`config.mk`:
```
export PLATFORM = sky130hd
export DESIGN_NAME = answer_recorder
export DESIGN_NICKNAME = d
export VERILOG_FILES = /design/src/rtl/answer_pkg.sv /design/src/rtl/note_debouncer.sv /design/src/rtl/answer_recorder.sv
export SDC_FILE = /design/constraint.sdc
export NUM_CORES = 1
export LEC_CHECK = 0
export ABC_AREA = 1
export BUFFER_PORTS_ARGS = -buffer_cell sky130_fd_sc_hd__buf_2
export CAP_MARGIN = 0
export CORE_AREA = 2 2 135 137
export CTS_BUF_LIST = sky130_fd_sc_hd__clkbuf_8
export CTS_CLUSTER_DIAMETER = 60
export DETAILED_ROUTE_END_ITERATION = 8
export DIE_AREA = 0 0 137 139
export PLACE_DENSITY = 0.55
export SLEW_MARGIN = 10
export SYNTH_ARGS = -nofsm -noshare
export SYNTH_HDL_FRONTEND = slang
export SYNTH_SLANG_ARGS = --single-unit
```
`constraint.sdc`:
```
create_clock -name clk -period 6.4 [get_ports clk]
set_input_delay 1.28 -clock clk [delete_from_list [all_inputs] [get_ports clk]]
set_output_delay 1.28 -clock clk [all_outputs]
set_load 0.05 [all_outputs]
```
`src/rtl/answer_pkg.sv`:
```
// Shared constants and types for the answer recorder and its keypad debouncer.
package answer_pkg;

    // Note word geometry as seen by the storage/playback block.
    localparam int NOTE_W = 4;
    localparam int SLOTS  = 8;
    localparam int IDX_W  = $clog2(SLOTS);

    // Note code 0 is a rest / no key pressed.
    localparam logic [NOTE_W-1:0] NOTE_REST = '0;

    typedef enum logic [1:0] {
        IDLE    = 2'd0,
        CAPTURE = 2'd1,
        COMMIT  = 2'd2
    } rec_state_t;

    // Bit offset of slot k inside the packed note word.
    function automatic int slot_lsb(input int k);
        return NOTE_W * k;
    endfunction

endpackage

```
`src/rtl/note_debouncer.sv`:
```
// Keypad debouncer: settles the raw note code and emits a one-cycle press
// pulse when the settled level goes from rest to a key code.
module note_debouncer #(
    parameter int DEBOUNCE_CYCLES = 500000,
    parameter int NOTE_W          = 4
) (
    input  logic              clk,
    input  logic              reset,
    input  logic [NOTE_W-1:0] note_in,
    output logic [NOTE_W-1:0] level,
    output logic              press,
    output logic [NOTE_W-1:0] press_code
);

    // Counter only needs to reach DEBOUNCE_CYCLES-1; the settle happens on
    // the edge after that, giving DEBOUNCE_CYCLES+1 stable samples in total
    // including the edge that captured the new code.
    localparam int            CW       = (DEBOUNCE_CYCLES > 1) ? $clog2(DEBOUNCE_CYCLES) : 1;
    localparam logic [CW-1:0] CNT_LAST = CW'(DEBOUNCE_CYCLES - 1);

    logic [NOTE_W-1:0] samp;
    logic [CW-1:0]     cnt;

    // Track the raw code, count stable cycles, and update the settled level.
    always_ff @(posedge clk or negedge reset) begin
        if (!reset) begin
            samp       <= '0;
            cnt        <= '0;
            level      <= '0;
            press      <= 1'b0;
            press_code <= '0;
        end else begin
            press <= 1'b0;
            if (note_in != samp) begin
                // Any change restarts the stability window.
                samp <= note_in;
                cnt  <= '0;
            end else if (cnt != CNT_LAST) begin
                cnt <= cnt + CW'(1);
            end else if (level != samp) begin
                level <= samp;
                // Only a rest-to-key transition is a press; a direct key-to-key
                // change needs the level to pass through rest first.
                if (level == '0 && samp != '0) begin
                    press      <= 1'b1;
                    press_code <= samp;
                end
            end
        end
    end

endmodule

```
`src/rtl/answer_recorder.sv`:
```
// Records debounced keypad notes into a packed word and commits it to the
// answer storage block with a one-cycle write strobe.
module answer_recorder
    import answer_pkg::*;
#(
    parameter int DEBOUNCE_CYCLES = 500000
) (
    input  logic                    clk,
    input  logic                    reset,
    input  logic                    start_rec,
    input  logic                    stop_rec,
    input  logic [NOTE_W-1:0]       note_in,
    output logic [SLOTS*NOTE_W-1:0] data_out,
    output logic [3:0]              max_index,
    output logic                    write_enable,
    output logic                    recording,
    output logic [3:0]              count,
    output logic                    full
);

    localparam logic [3:0] SLOTS_C = 4'(SLOTS);

    rec_state_t              state, state_n;
    logic [SLOTS*NOTE_W-1:0] buffer, buf_n;
    logic [3:0]              count_n;
    logic                    commit;

    logic [NOTE_W-1:0]       key_level;
    logic                    press;
    logic [NOTE_W-1:0]       press_code;
    logic                    press_ok;

    note_debouncer #(
        .DEBOUNCE_CYCLES(DEBOUNCE_CYCLES),
        .NOTE_W         (NOTE_W)
    ) u_deb (
        .clk       (clk),
        .reset     (reset),
        .note_in   (note_in),
        .level     (key_level),
        .press     (press),
        .press_code(press_code)
    );

    // The pulse code always equals the freshly settled level; requiring both
    // keeps a stale code from ever being stored.
    assign press_ok = press && (key_level == press_code) && (press_code != NOTE_REST);

    // Next-state, buffer update and commit decision.
    always_comb begin
        state_n = state;
        buf_n   = buffer;
        count_n = count;
        commit  = 1'b0;
        case (state)
            IDLE: begin
                if (start_rec) begin
                    buf_n   = '0;
                    count_n = '0;
                    state_n = CAPTURE;
                end
            end
            CAPTURE: begin
                if (start_rec) begin
                    // Restart wins over a coincident press.
                    buf_n   = '0;
                    count_n = '0;
                end else begin
                    // Store first so a coincident stop commits this note too.
                    if (press_ok && count != SLOTS_C) begin
                        buf_n[slot_lsb(int'(count[IDX_W-1:0])) +: NOTE_W] = press_code;
                        count_n = count + 4'd1;
                    end
                    if (count == SLOTS_C) begin
                        commit = 1'b1;
                    end else if (stop_rec) begin
                        if (count_n != 4'd0) commit  = 1'b1;
                        else                 state_n = IDLE;
                    end
                    if (commit) state_n = COMMIT;
                end
            end
            COMMIT: begin
                state_n = IDLE;
            end
            default: begin
                state_n = IDLE;
            end
        endcase
    end

    // State, working buffer, and committed outputs.
    always_ff @(posedge clk or negedge reset) begin
        if (!reset) begin
            state        <= IDLE;
            buffer       <= '0;
            count        <= '0;
            data_out     <= '0;
            max_index    <= '0;
            write_enable <= 1'b0;
        end else begin
            state        <= state_n;
            buffer       <= buf_n;
            count        <= count_n;
            write_enable <= commit;
            // Committed word is loaded as the FSM enters COMMIT so it is valid
            // alongside the strobe, and held until the next commit.
            if (commit) begin
                data_out  <= buf_n;
                max_index <= count_n - 4'd1;
            end
        end
    end

    assign recording = (state == CAPTURE);
    assign full      = (count == SLOTS_C);

endmodule

```
Word level (Yosys, flattened, before mapping)
Index checks and enable logic that the tools add are counted.

Register bits: 107. Bits of input ports: 8. Output and inout port bits: 43. Logic and storage cells: 75.

$add $sub $neg: 4. Equality and inequality tests: 12. Shifts and indexed selects: 2. Multiplexer cells: 31. Bitwise operators: 2. Reduce and logical (&&, ||, !) cells: 13.

Operator list (count): $mux 32 (3); $pmux 32 s2 (1); $mux 19 (2); $neg 5->33 (1); $shift 4x33->32 const A (1); $shiftx 4x33->32 (1); $bwmux 32 (1); $mux 4 (5); $add 19x1->19 const B (1); $ne 19x19->1 const B (1); $mux 2 (6); $reduce_bool 4->1 (3); $mux 1 (11); $ne 3x2->1 const B (3); $ne 4x4->1 (2); $pmux 4 s2 (1); $reduce_and 5->1 (1); $add 4x1->4 const B (1); $eq 4x4->1 (1); $eq 4x4->1 const B (1); $logic_and 1x1->1 (4); $logic_not 4->1 (1); $ne 2x2->1 const B (2); $ne 4x4->1 const B (1); other kinds (8) (9).

Logic depth before layout (Yosys ltp)
Gate-level depths: netlist of run 1.

Depth after elaboration: 16. Gate-level depth with buffers: 17. Gate-level depth less buffers: 15.

By module
A second synthesis of run 1 with hierarchy kept.

Cell total of the unflattened synthesis: 717. Area, all modules: 5577.8 µm².

Modules (own cells, without submodules): answer_recorder (times used 1, cells an instance 475, area each 3751.1 µm², sequential area each 1876.8 µm²); note_debouncer (times used 1, cells an instance 242, area each 1826.8 µm², sequential area each 800.8 µm²).

Least setup slack after synthesis of run 1
Ideal clock, no wire load.

Path type: register -> output. Start: reg count[0]. End: out full. Arrival time: 1.827 ns. Data required time: 5.120 ns. Slack: 3.293 ns. Cell stages (with the launch flop): 6. Buffers on the path: 1. Cells stage by stage: dfrtp_1 buf_2 inv_2 ha_1 nand2_1 nor2_1.

Word-level cells in the longest chain between the ends: 1.

RTL lines: from (decl) (RTL line answer_recorder.sv:17) `output logic [3:0] count,`; from (signal assigned) (RTL line answer_recorder.sv:104) `count <= count_n;`; $eq 4x4->1 (RTL line answer_recorder.sv:116) `assign full = (count == SLOTS_C);`; to (decl) (RTL line answer_recorder.sv:18) `output logic full`.

No other way between the ends.

Final worst setup path of run 1
Start: reg count[0]. End: reg max_index[0].

Word-level cells in the longest chain between the ends: 13. Elaborated cells on any way between the ends: 19. Those cells by class: add/sub (2); eq/ne (2); mux (13); reduce/logical (2).

RTL lines: parallel branches: the longest is 13 deep, another holds $add 4x1->4; to (signal assigned) (RTL line answer_recorder.sv:110) `max_index <= count_n - 4'd1;`; to (decl) (RTL line answer_recorder.sv:14) `output logic [3:0] max_index,`.

Parallel ways; which one is timed is not known. The select of a mux whose other input is x is not followed. A chain may end at the register's enable or synchronous reset.

==> flow_summary_export.csv, run 1 <==
group,metric,value,unit
cts,htreeDepth,3,
yosys,ys_seq_area_share,51.8,%
yosys,avgSynthCellArea,8.14,sq um
cts,hold_buffers,0,
global_route,antenna_found_initial,0,
finish,area_growth,12.8,%
yosys,synth_edf_count,0,
timing,holdWs,0.485,ns
global_route,grt_start_max_net_pins,62,
timing,final_max_slew_viol_count,0,
cts,cts_buffers,9,
critical_path,crit_path_end_kind,"register",
outcome,status,"complete, no violations",
cts,cts-root-buf,"clkbuf_8",
yosys,synthMuxAreaShare,0,%
pwr,power_density,217,nW/um^2
yosys,synthFlopType,"dfrtp_1",
critical_path,critPathLaunchType,"register",
route,vias,4111,
floorplanning,io_pins,51,
finish,fin_nets,691,
timing,fin_crit,3.23,ns
run,drv_cap,0,
place,dpl.hpwl,8800,um
floorplanning,num_rows,49,
route,wirelength,12300,um
cts,post_cts_buffers,0,
cts,clock-sinks,107,
yosys,synth_area_leaders,"dfrtp_1, nand2_1, inv_1",
yosys,synth_top_family_by_area,"simple AND/OR/NAND/NOR gates",
pwr,switching_share,25.3,%
yosys,synth_cell_types,36,
pwr,pwr-share-seq,54.7,%
critical_path,worstPathMaxFanout,38,
timing,skew,0.0131,ns
route,drtIter0Drc,206,
finish,antennaDiodeCount,0,
cts,cts_max_path_buffers,2,
critical_path,crit_path_top_delay_cell,"dfrtp_1",
global_route,grtUsageMet1,18.3,%
yosys,yosys.area_share.simple,26.7,%
yosys,yosys.area_share.adder,1.21,%
timing,setup_viol,0,
global_route,grtUsageMet3,3.80,%
global_route,grt-ovfl-total,0,
floorplanning,core,17700,sq um
critical_path,worstPathCellList,"inv_2, ha_1, nand2_1, nor2_1, nor2_1, nand2_2, nor2_4, nand2_1, nand2_1, nor2_1, nand2_2, nand3_2, o21ai_0",
floorplanning,fp.dieW,137,um
timing,slew_headroom,46.1,%
floorplanning,start_util,29.3,%
route,first_pass_iters,4,
finish,multiInputGateArea,2080,sq um
pwr,comb_power_share,6.5,%
global_route,grt_usage,13.6,%
route,routed_via_density,4.51,
place,portBuffers,50,
yosys,async_reset_ff_share,100,%
worst_hold_path,holdCritPathClass,"register to register",
cts,cts_tree,"yes",
yosys,synth_seq_cells,107,
pwr,ir_worst_vdd,0.000103,V
global_route,grt_first_pass_wirelength,20500,um
finish,nFillCells,1911,
route,routedWlPerCell,13.5,um
yosys,syn-num-nets,648,
critical_path,cp.required,6.68,ns
finish,drive_gt1_share,13.2,%
timing,fin_setup_tns,0,ns
timing,finalCritPeriodShare,50.4,%
pwr,power_switching,320,uW
yosys,synth_top_area_cell,"dfrtp_1",
critical_path,worstSetupPathType,"register to register",
yosys,synth_cells,635,
critical_path,critPathArrivalTime,3.51,ns
pwr,p_leak,2.86,nW
pwr,power,1.26,mW
yosys,synth-xor-area-share,1.86,%
global_route,use_met2,20.9,%
timing,rsz0062_at_grt,"false",
timing,worstMarginPinSlew,0.807,ns
global_route,top_usage_layer,"met2",
timing,hold_viol_final,0,
global_route,grt_pass1_vias,4088,
route,drc,0,
critical_path,cp_slowest_stage_delay,0.74,ns
cts,clkTransAtPathRegs,0.11,ns
pwr,clockPowerShare,38.8,%
place,gp_congestion,0.869,
yosys,yosys_warnings,0,
yosys,synth_top_area_share,51.8,%
floorplanning,die_y,139,um
yosys,synth-compound-area-share,10.4,%
timing,fmax,310,MHz
route,antenna_left,0,
cts,cts_resized,0,
pwr,intPower,945,uW
yosys,netlist_area,5170,sq um
cts,clk_latency,0.39,ns
finish,regArea,2680,sq um
floorplanning,dieArea,19000,sq um
cell type report:
type | count | share of cell area [%]
flip-flops and latches | 107 | 45.9
multi-input cells | 430 | 35.6
inverters | 79 | 5.09
well taps | 229 | 4.91
repair buffers | 51 | 4.46
clock buffers | 11 | 2.60
clock inverters | 5 | 1.42
final timing paths:
check                           slack, ns           end        start  cells past startpoint
worst max register to register       3.17  max_index[0]     count[0]                     13
worst max-delay path                 3.17  max_index[0]     count[0]                     13
min in group asynchronous            0.89    buffer[22]        reset                      1
worst min register to register       0.48   data_out[1]  data_out[1]                      2
worst min-delay path                 0.48   data_out[1]  data_out[1]                      2
max in group asynchronous            4.30     buffer[0]        reset                      2
synthesized netlist by cell type (all sizes together), types with 2 or more instances:
cell,instances
nand2,205
buf,12
o21ai,58
nand4,13
nor4,8
nor2,40
xnor2,4
nor3,16
o211ai,6
inv,77
clkinv,2
or2,2
clkbuf,7
xor2,7
nand3,30
a21oi,26
ha,5
dfrtp,107
o31ai,4
cell families (layout without fill, tap and decap cells):
group	after synthesis	after routing
AND/OR/NAND/NOR	315	315
flip-flops	107	107
AO/OA/AOI/OAI	99	99
XOR/XNOR	11	11
buffers and inverters	98	146
adder cells (fa/ha/maj)	5	5
power by group through the flow:
stage / combinational (mW) / sequential (mW) / clock, mW
floorplan: 0.0244 / 0.731 / 0
global placement: 0.0847 / 0.705 / 0
detailed placement: 0.0850 / 0.705 / 0
CTS: 0.0852 / 0.692 / 0.500
global route: 0.0914 / 0.694 / 0.528
finish: 0.0826 / 0.692 / 0.491
placed cells by master, fill, tap and decap left out, types with 4 or more instances in the layout:
cell type,netlist,final
nand2_1,200,200
dfrtp_1,107,107
inv_1,72,72
o21ai_0,51,51
buf_2,4,49
nor2_1,35,35
a21oi_1,26,26
nand3_1,26,26
nor3_1,14,14
nand4_1,13,13
clkbuf_8,0,11
nor4_1,8,8
o21ai_1,7,7
xor2_1,7,7
o211ai_1,6,6
inv_2,5,5
nand2_2,5,5
ha_1,5,5
nand3_2,4,4
o31ai_1,4,4
xnor2_1,4,4
metal layers:
layer / wire length (um) / up-vias
met4: 199 / 0
met5: 0 / -
met3: 599 / 16
li1: - / 2129
met1: 6000 / 1910
met2: 5510 / 56
through the flow:
| step | cell area (sq um) | utilization [%] | instances | setup WS, ns |
|---|---|---|---|---|
| final | 5830 | 33.0 | 912 | 3.17 |
| after global routing | 5830 | 33.0 | 912 | 2.82 |
| after CTS | 5830 | 33.0 | 912 | 3.13 |
| after detailed placement | 5600 | 31.7 | 896 | 3.13 |
| after global placement | 5600 | 31.7 | 896 | 3.28 |
| after floorplan | 5170 | - | 635 | 3.29 |
state kept, by name (all words and copies together) (netlist names):
register          flops
max_index             4
u_deb.cnt            19
write_enable          1
buffer               32
data_out             32
u_deb.press_code      4
count                 4
state                 2
u_deb.level           4
u_deb.samp            4
u_deb.press           1
worst max-delay path: cells and delay by family (launching register included):
family	cells	cell delay (ns)
simple gates	10	1.61
flops	1	0.74
compound gates	1	0.39
fa+ha+maj	1	0.27
buf+inv	1	0.12
No activity file was read; power rests on OpenSTA's default activity.
==> run 2, diff against run 1 <==
Settings changed: PLACE_DENSITY 0.55 to 0.56.
Clock period 6.4 ns to 2.6 ns, I/O delays scaled along.
==> run 2 against run 1 <==
Clock power grew 130%. Count of clock-buffer cells in the layout down 2. Total power increased by 140%. Critical endpoint is now data_out[23]. First-iteration DRC count increased by 28%.
==> flow_summary_export.csv, run 2 (same netlist as run 1, synthesis figures left out) <==
group,metric,value,unit
finish,layout_common_cells,"nand2_1, dfrtp_1, inv_1",
cts,cts_tree,"yes",
timing,final_max_slew_viol_count,0,
critical_path,worstSetupPathType,"register to register",
finish,stdcell_count,928,
cts,cts-root-buf,"clkbuf_8",
critical_path,critPathArrivalTime,2.70,ns
timing,finalCritPeriodShare,90.9,%
cts,clock-sinks,107,
floorplanning,io_pins,51,
critical_path,ff2ff_path_depth,15,
floorplanning,fp.dieW,137,um
pwr,p_leak,2.92,nW
floorplanning,num_rows,49,
pwr,power_switching,824,uW
cts,cts_max_path_buffers,2,
global_route,antenna_found_initial,0,
global_route,grt-ovfl-total,0,
floorplanning,die_y,139,um
timing,rsz0062_at_grt,"false",
route,antenna_left,0,
finish,area_growth,15.5,%
finish,fin_nets,707,
pwr,switching_share,27.2,%
place,pre_cts_ws,0.192,ns
pwr,comb_power_share,7.1,%
cts,clkTransAtPathRegs,0.11,ns
global_route,grt_first_pass_wirelength,20800,um
critical_path,critPathLaunchType,"register",
route,wirelength,12800,um
timing,setup_viol,0,
global_route,grt_usage,13.7,%
finish,nFillCells,1871,
floorplanning,start_util,29.3,%
cts,clk_latency,0.39,ns
finish,drive_gt1_share,15.5,%
cts,htreeDepth,3,
cts,cts_buffers,9,
finish,antennaDiodeCount,0,
cts,hold_buffers,0,
route,first_pass_iters,5,
pwr,ir_worst_vdd,0.000223,V
outcome,status,"complete, no violations",
floorplanning,core,17700,sq um
global_route,grt_pass1_vias,4104,
finish,final_common_cell,"nand2_1",
timing,worst_slack,0.235,ns
pwr,power,3.03,mW
floorplanning,dieArea,19000,sq um
place,portBuffers,50,
pwr,power_density,507,nW/um^2
timing,skew,0.0228,ns
finish,top_regs,"buffer (32), data_out (32), u_deb.cnt (19)",
pwr,pwr-share-seq,56.3,%
route,routedWlPerCell,13.8,um
route,drc,0,
run,drv_cap,0,
finish,multiInputGateArea,2090,sq um
global_route,grt_start_max_net_pins,48,
route,drtIter0Drc,263,
timing,fin_crit,2.36,ns
timing,fmax,423,MHz
place,gp_congestion,0.883,
timing,fin_setup_tns,0,ns
worst_hold_path,holdCritPathClass,"input port to async pin",
critical_path,cp.required,2.93,ns
timing,hold_viol_final,0,
route,routed_via_density,4.60,
timing,worstMarginPinSlew,0.690,ns
timing,slew_headroom,53.9,%
pwr,clockPowerShare,36.6,%
place,numPlacedInstances,910,
finish,regArea,2680,sq um
critical_path,worstPathMaxFanout,18,
pwr,intPower,2.20,mW
place,dpl.hpwl,9150,um
timing,holdWs,0.0184,ns
route,vias,4272,
critical_path,crit_path_end_kind,"register",
==> run 2: cell types whose count changed in the layout (fill, tap and decap cells not counted), moves of 2 or more <==
cell / change
nor2_4: +2
buf_12: +2
buf_4: +13
clkbuf_8: -2
clkinvlp_4: +2
inv_8: +2
==> run 2: power groups by stage <==
stage	sequential (mW)	combinational [mW]	clock (mW)
6_report	1.70	0.215	1.11
5_1_grt	1.71	0.238	1.20
4_1_cts	1.70	0.220	1.14
3_5_place_dp	1.74	0.220	0
3_3_place_gp	1.74	0.219	0
2_1_floorplan	1.80	0.0602	0
==> run 2: worst max-delay path, stage by stage, from the launching register on <==
cell and delay [ns]:
dfrtp_2 0.38, inv_2 0.05, ha_1 0.22, nand2_1 0.12, nor2_4 0.04, nor2_1 0.12
nand2_2 0.11, nor2_4 0.27, nand2_1 0.11, nand2_1 0.10, nor2_1 0.06, nand2_2 0.08
nand2_2 0.13, nor2_8 0.32, nand2_1 0.12, nand2_1 0.07
==> run 2: final cells by class <==
cell class / count / share of cell area (%)
clock inverter: 7 / 1.55
tap: 229 / 4.80
timing repair buffer: 66 / 6.66
sequential: 107 / 44.9
clock buffer: 9 / 2.07
inverter: 79 / 4.97
multi-input combinational: 431 / 35.1
==> run 2: path summary, 6_finish.rpt <==
| path | start | end | slack (ns) |
|---|---|---|---|
| min in group clk | note_in[0] | u_deb.samp[0] | 0.26 |
| max | count[0] | data_out[23] | 0.24 |
| max in group asynchronous | reset | count[0] | 1.91 |
| min reg2reg | data_out[21] | data_out[21] | 0.48 |
| max reg2reg | count[0] | data_out[23] | 0.24 |
| min | reset | u_deb.samp[2] | 0.02 |
==> run 2: routing by layer <==
metal / up-vias / track usage (%) / routed length, um
met4: 0 / 4.67 / 281
met1: 1993 / 19.1 / 6230
met2: 91 / 20.9 / 5680
met3: 24 / 3.25 / 608
li1: 2164 / - / -
met5: - / 0 / 0
==> run 2: per-stage QoR <==
step | instance area (sq um) | utilization (%)
after floorplan | 5180 | -
after global placement | 5720 | 32.4
after detailed placement | 5720 | 32.4
after CTS | 5940 | 33.6
after global routing | 5970 | 33.8
final | 5970 | 33.8
==> run 2: what timing repair did <==
| item | in CTS | in global routing |
|---|---|---|
| endpoints found under the hold margin | 0 | 0 |
| buffers inserted | 0 | 1 |
| resized for setup | 0 | 0 |
| setup endpoints to repair | 0 | 25 |
==> run 3, diff against run 2 <==
Settings changed: BUFFER_PORTS_ARGS -buffer_cell sky130_fd_sc_hd__buf_2 to unset, DONT_BUFFER_PORTS set to 1, PLACE_DENSITY 0.56 to 0.53.
==> run 3 against run 2 <==
The flow now finishes with violations (negative hold slack). Sequential share of layout area up 1.8 points. Clock skew shrank 0.0034 ns. Total power decreased by 4.3%. Die area did not move. Routed wire length decreased by 0.77%. Register-to-register slack got worse by 0.05 ns. First-iteration DRC count up 12%. Critical path type unchanged. Critical endpoint is now data_out[17].
==> flow_summary_export.csv, run 3 (same netlist as run 1, synthesis figures left out) <==
group,metric,value,unit
global_route,antenna_found_initial,0,
critical_path,critPathLaunchType,"register",
critical_path,critPathArrivalTime,2.74,ns
timing,skew,0.0194,ns
cts,cts_max_path_buffers,2,
pwr,power_density,505,nW/um^2
critical_path,worstPathCellList,"inv_2, ha_1, ha_1, inv_1, nor3_1, nand3_2, a21oi_1, o21ai_0, o21ai_0, nand2_1, nand2_1",
finish,final_common_cell,"nand2_1",
pwr,p_leak,2.69,nW
floorplanning,fp.dieW,137,um
outcome,violations,"negative hold slack",
global_route,grt_start_max_net_pins,108,
finish,top_regs,"buffer (32), data_out (32), u_deb.cnt (19)",
pwr,switching_share,25.5,%
pwr,comb_power_share,2.8,%
cts,clk_latency,0.39,ns
finish,antennaDiodeCount,0,
cts,htreeDepth,3,
global_route,grt-ovfl-total,0,
timing,fmax,413,MHz
cts,clock-sinks,107,
pwr,clockPowerShare,36.0,%
global_route,grt_first_pass_wirelength,20900,um
outcome,status,"finished with violations",
pwr,pwr-share-seq,61.3,%
floorplanning,die_y,139,um
route,routed_via_density,4.61,
global_route,grt_pass1_vias,4032,
timing,worstMarginPinSlew,0.709,ns
route,first_pass_iters,4,
finish,utilization,32.5,%
route,drtIter0Drc,295,
finish,area_growth,11.0,%
pwr,power,2.90,mW
timing,fin_crit,2.42,ns
timing,rsz0062_at_grt,"false",
critical_path,cp_slowest_stage_delay,0.40,ns
timing,finalCritPeriodShare,93.1,%
timing,fin_setup_tns,0,ns
cts,cts_buffers,9,
timing,hold_viol_final,107,
critical_path,crit_path_end_kind,"register",
pwr,ir_worst_vdd,0.000194,V
finish,drive_gt1_share,9.04,%
timing,slew_headroom,52.7,%
place,gp_congestion,0.833,
route,routedWlPerCell,14.4,um
route,vias,4064,
finish,fin_nets,661,
global_route,grt_usage,13.9,%
timing,final_max_slew_viol_count,0,
floorplanning,num_rows,49,
pwr,intPower,2.16,mW
critical_path,r2r_slack,0.18,ns
cts,clkTransAtPathRegs,0.11,ns
critical_path,crit_family,"simple AND/OR/NAND/NOR gates",
worst_hold_path,holdCritPathClass,"input port to async pin",
floorplanning,io_pins,51,
finish,layout_common_cells,"nand2_1, dfrtp_1, inv_1",
cts,cts_tree,"yes",
route,wirelength,12700,um
critical_path,cp.required,2.92,ns
floorplanning,start_util,29.3,%
place,portBuffers,0,
timing,holdWs,-0.186,ns
floorplanning,dieArea,19000,sq um
critical_path,path_buf_inv,2,
floorplanning,core,17700,sq um
cts,cts-root-buf,"clkbuf_8",
critical_path,worstPathMaxFanout,8,
place,dpl.hpwl,8830,um
critical_path,crit_path_top_delay_cell,"ha_1",
run,drv_cap,0,
route,antenna_left,0,
timing,setup_viol,0,
pwr,power_switching,739,uW
critical_path,worstSetupPathType,"register to register",
route,drc,0,
run 3: layer usage:
metal	routed length, um	vias to the layer above	track usage [%]
li1	-	2073	-
met5	0	-	0
met4	251	0	5.05
met3	977	16	5.77
met1	6040	1867	18.9
met2	5430	108	19.8
run 3: worst paths after layout:
| path | to | cells past startpoint | from |
|---|---|---|---|
| worst max-delay path | data_out[17] | 11 | count[0] |
| worst min-delay path | count[0] | 0 | reset |
| worst max register to register | data_out[17] | 11 | count[0] |
| worst min register to register | u_deb.cnt[1] | 2 | u_deb.cnt[1] |
| max in group asynchronous | buffer[4] | 0 | reset |
| min in group clk | u_deb.samp[2] | 0 | note_in[2] |
run 3: through the flow:
| stage | area, sq um | worst slack [ns] | std cells |
|---|---|---|---|
| 2_1_floorplan | 5180 | 0.111 | 635 |
| 3_3_place_gp | 5470 | 0.236 | 862 |
| 3_5_place_dp | 5470 | 0.168 | 862 |
| 4_1_cts | 5670 | 0.122 | 878 |
| 5_1_grt | 5740 | 0.00901 | 882 |
| 6_report | 5740 | 0.180 | 882 |
run 3: layout make-up:
cell class	count	area (sq um)
Sequential cell	107	2680
Multi-Input combinational cell	431	2090
Inverter	79	297
Clock buffer	9	124
Clock inverter	7	70.1
Tap cell	229	287
Fill cell	1879	11900
Timing Repair Buffer	20	188
run 3: worst reg2reg max path: stages, from the launching register on:
cell and delay, ns:
dfrtp_2 0.38, inv_2 0.05, ha_1 0.24, ha_1 0.40, inv_1 0.12, nor3_1 0.39, nand3_2 0.22, a21oi_1 0.16
o21ai_0 0.09, o21ai_0 0.12, nand2_1 0.11, nand2_1 0.07
run 3: timing repair:
action / 4_1_cts / 5_1_grt
buffers inserted: 0 / 3
gates resized for setup: 0 / 0
endpoints found under the setup margin: 0 / 34
endpoints found under the hold margin: 107 / 107
run 3: power groups by stage:
stage	registers, mW	clock network, mW	logic (mW)
6_report	1.77	1.04	0.0809
5_1_grt	1.78	1.15	0.0913
4_1_cts	1.78	1.09	0.0805
3_5_place_dp	1.81	0	0.0792
3_3_place_gp	1.81	0	0.0796
2_1_floorplan	1.80	0	0.0602
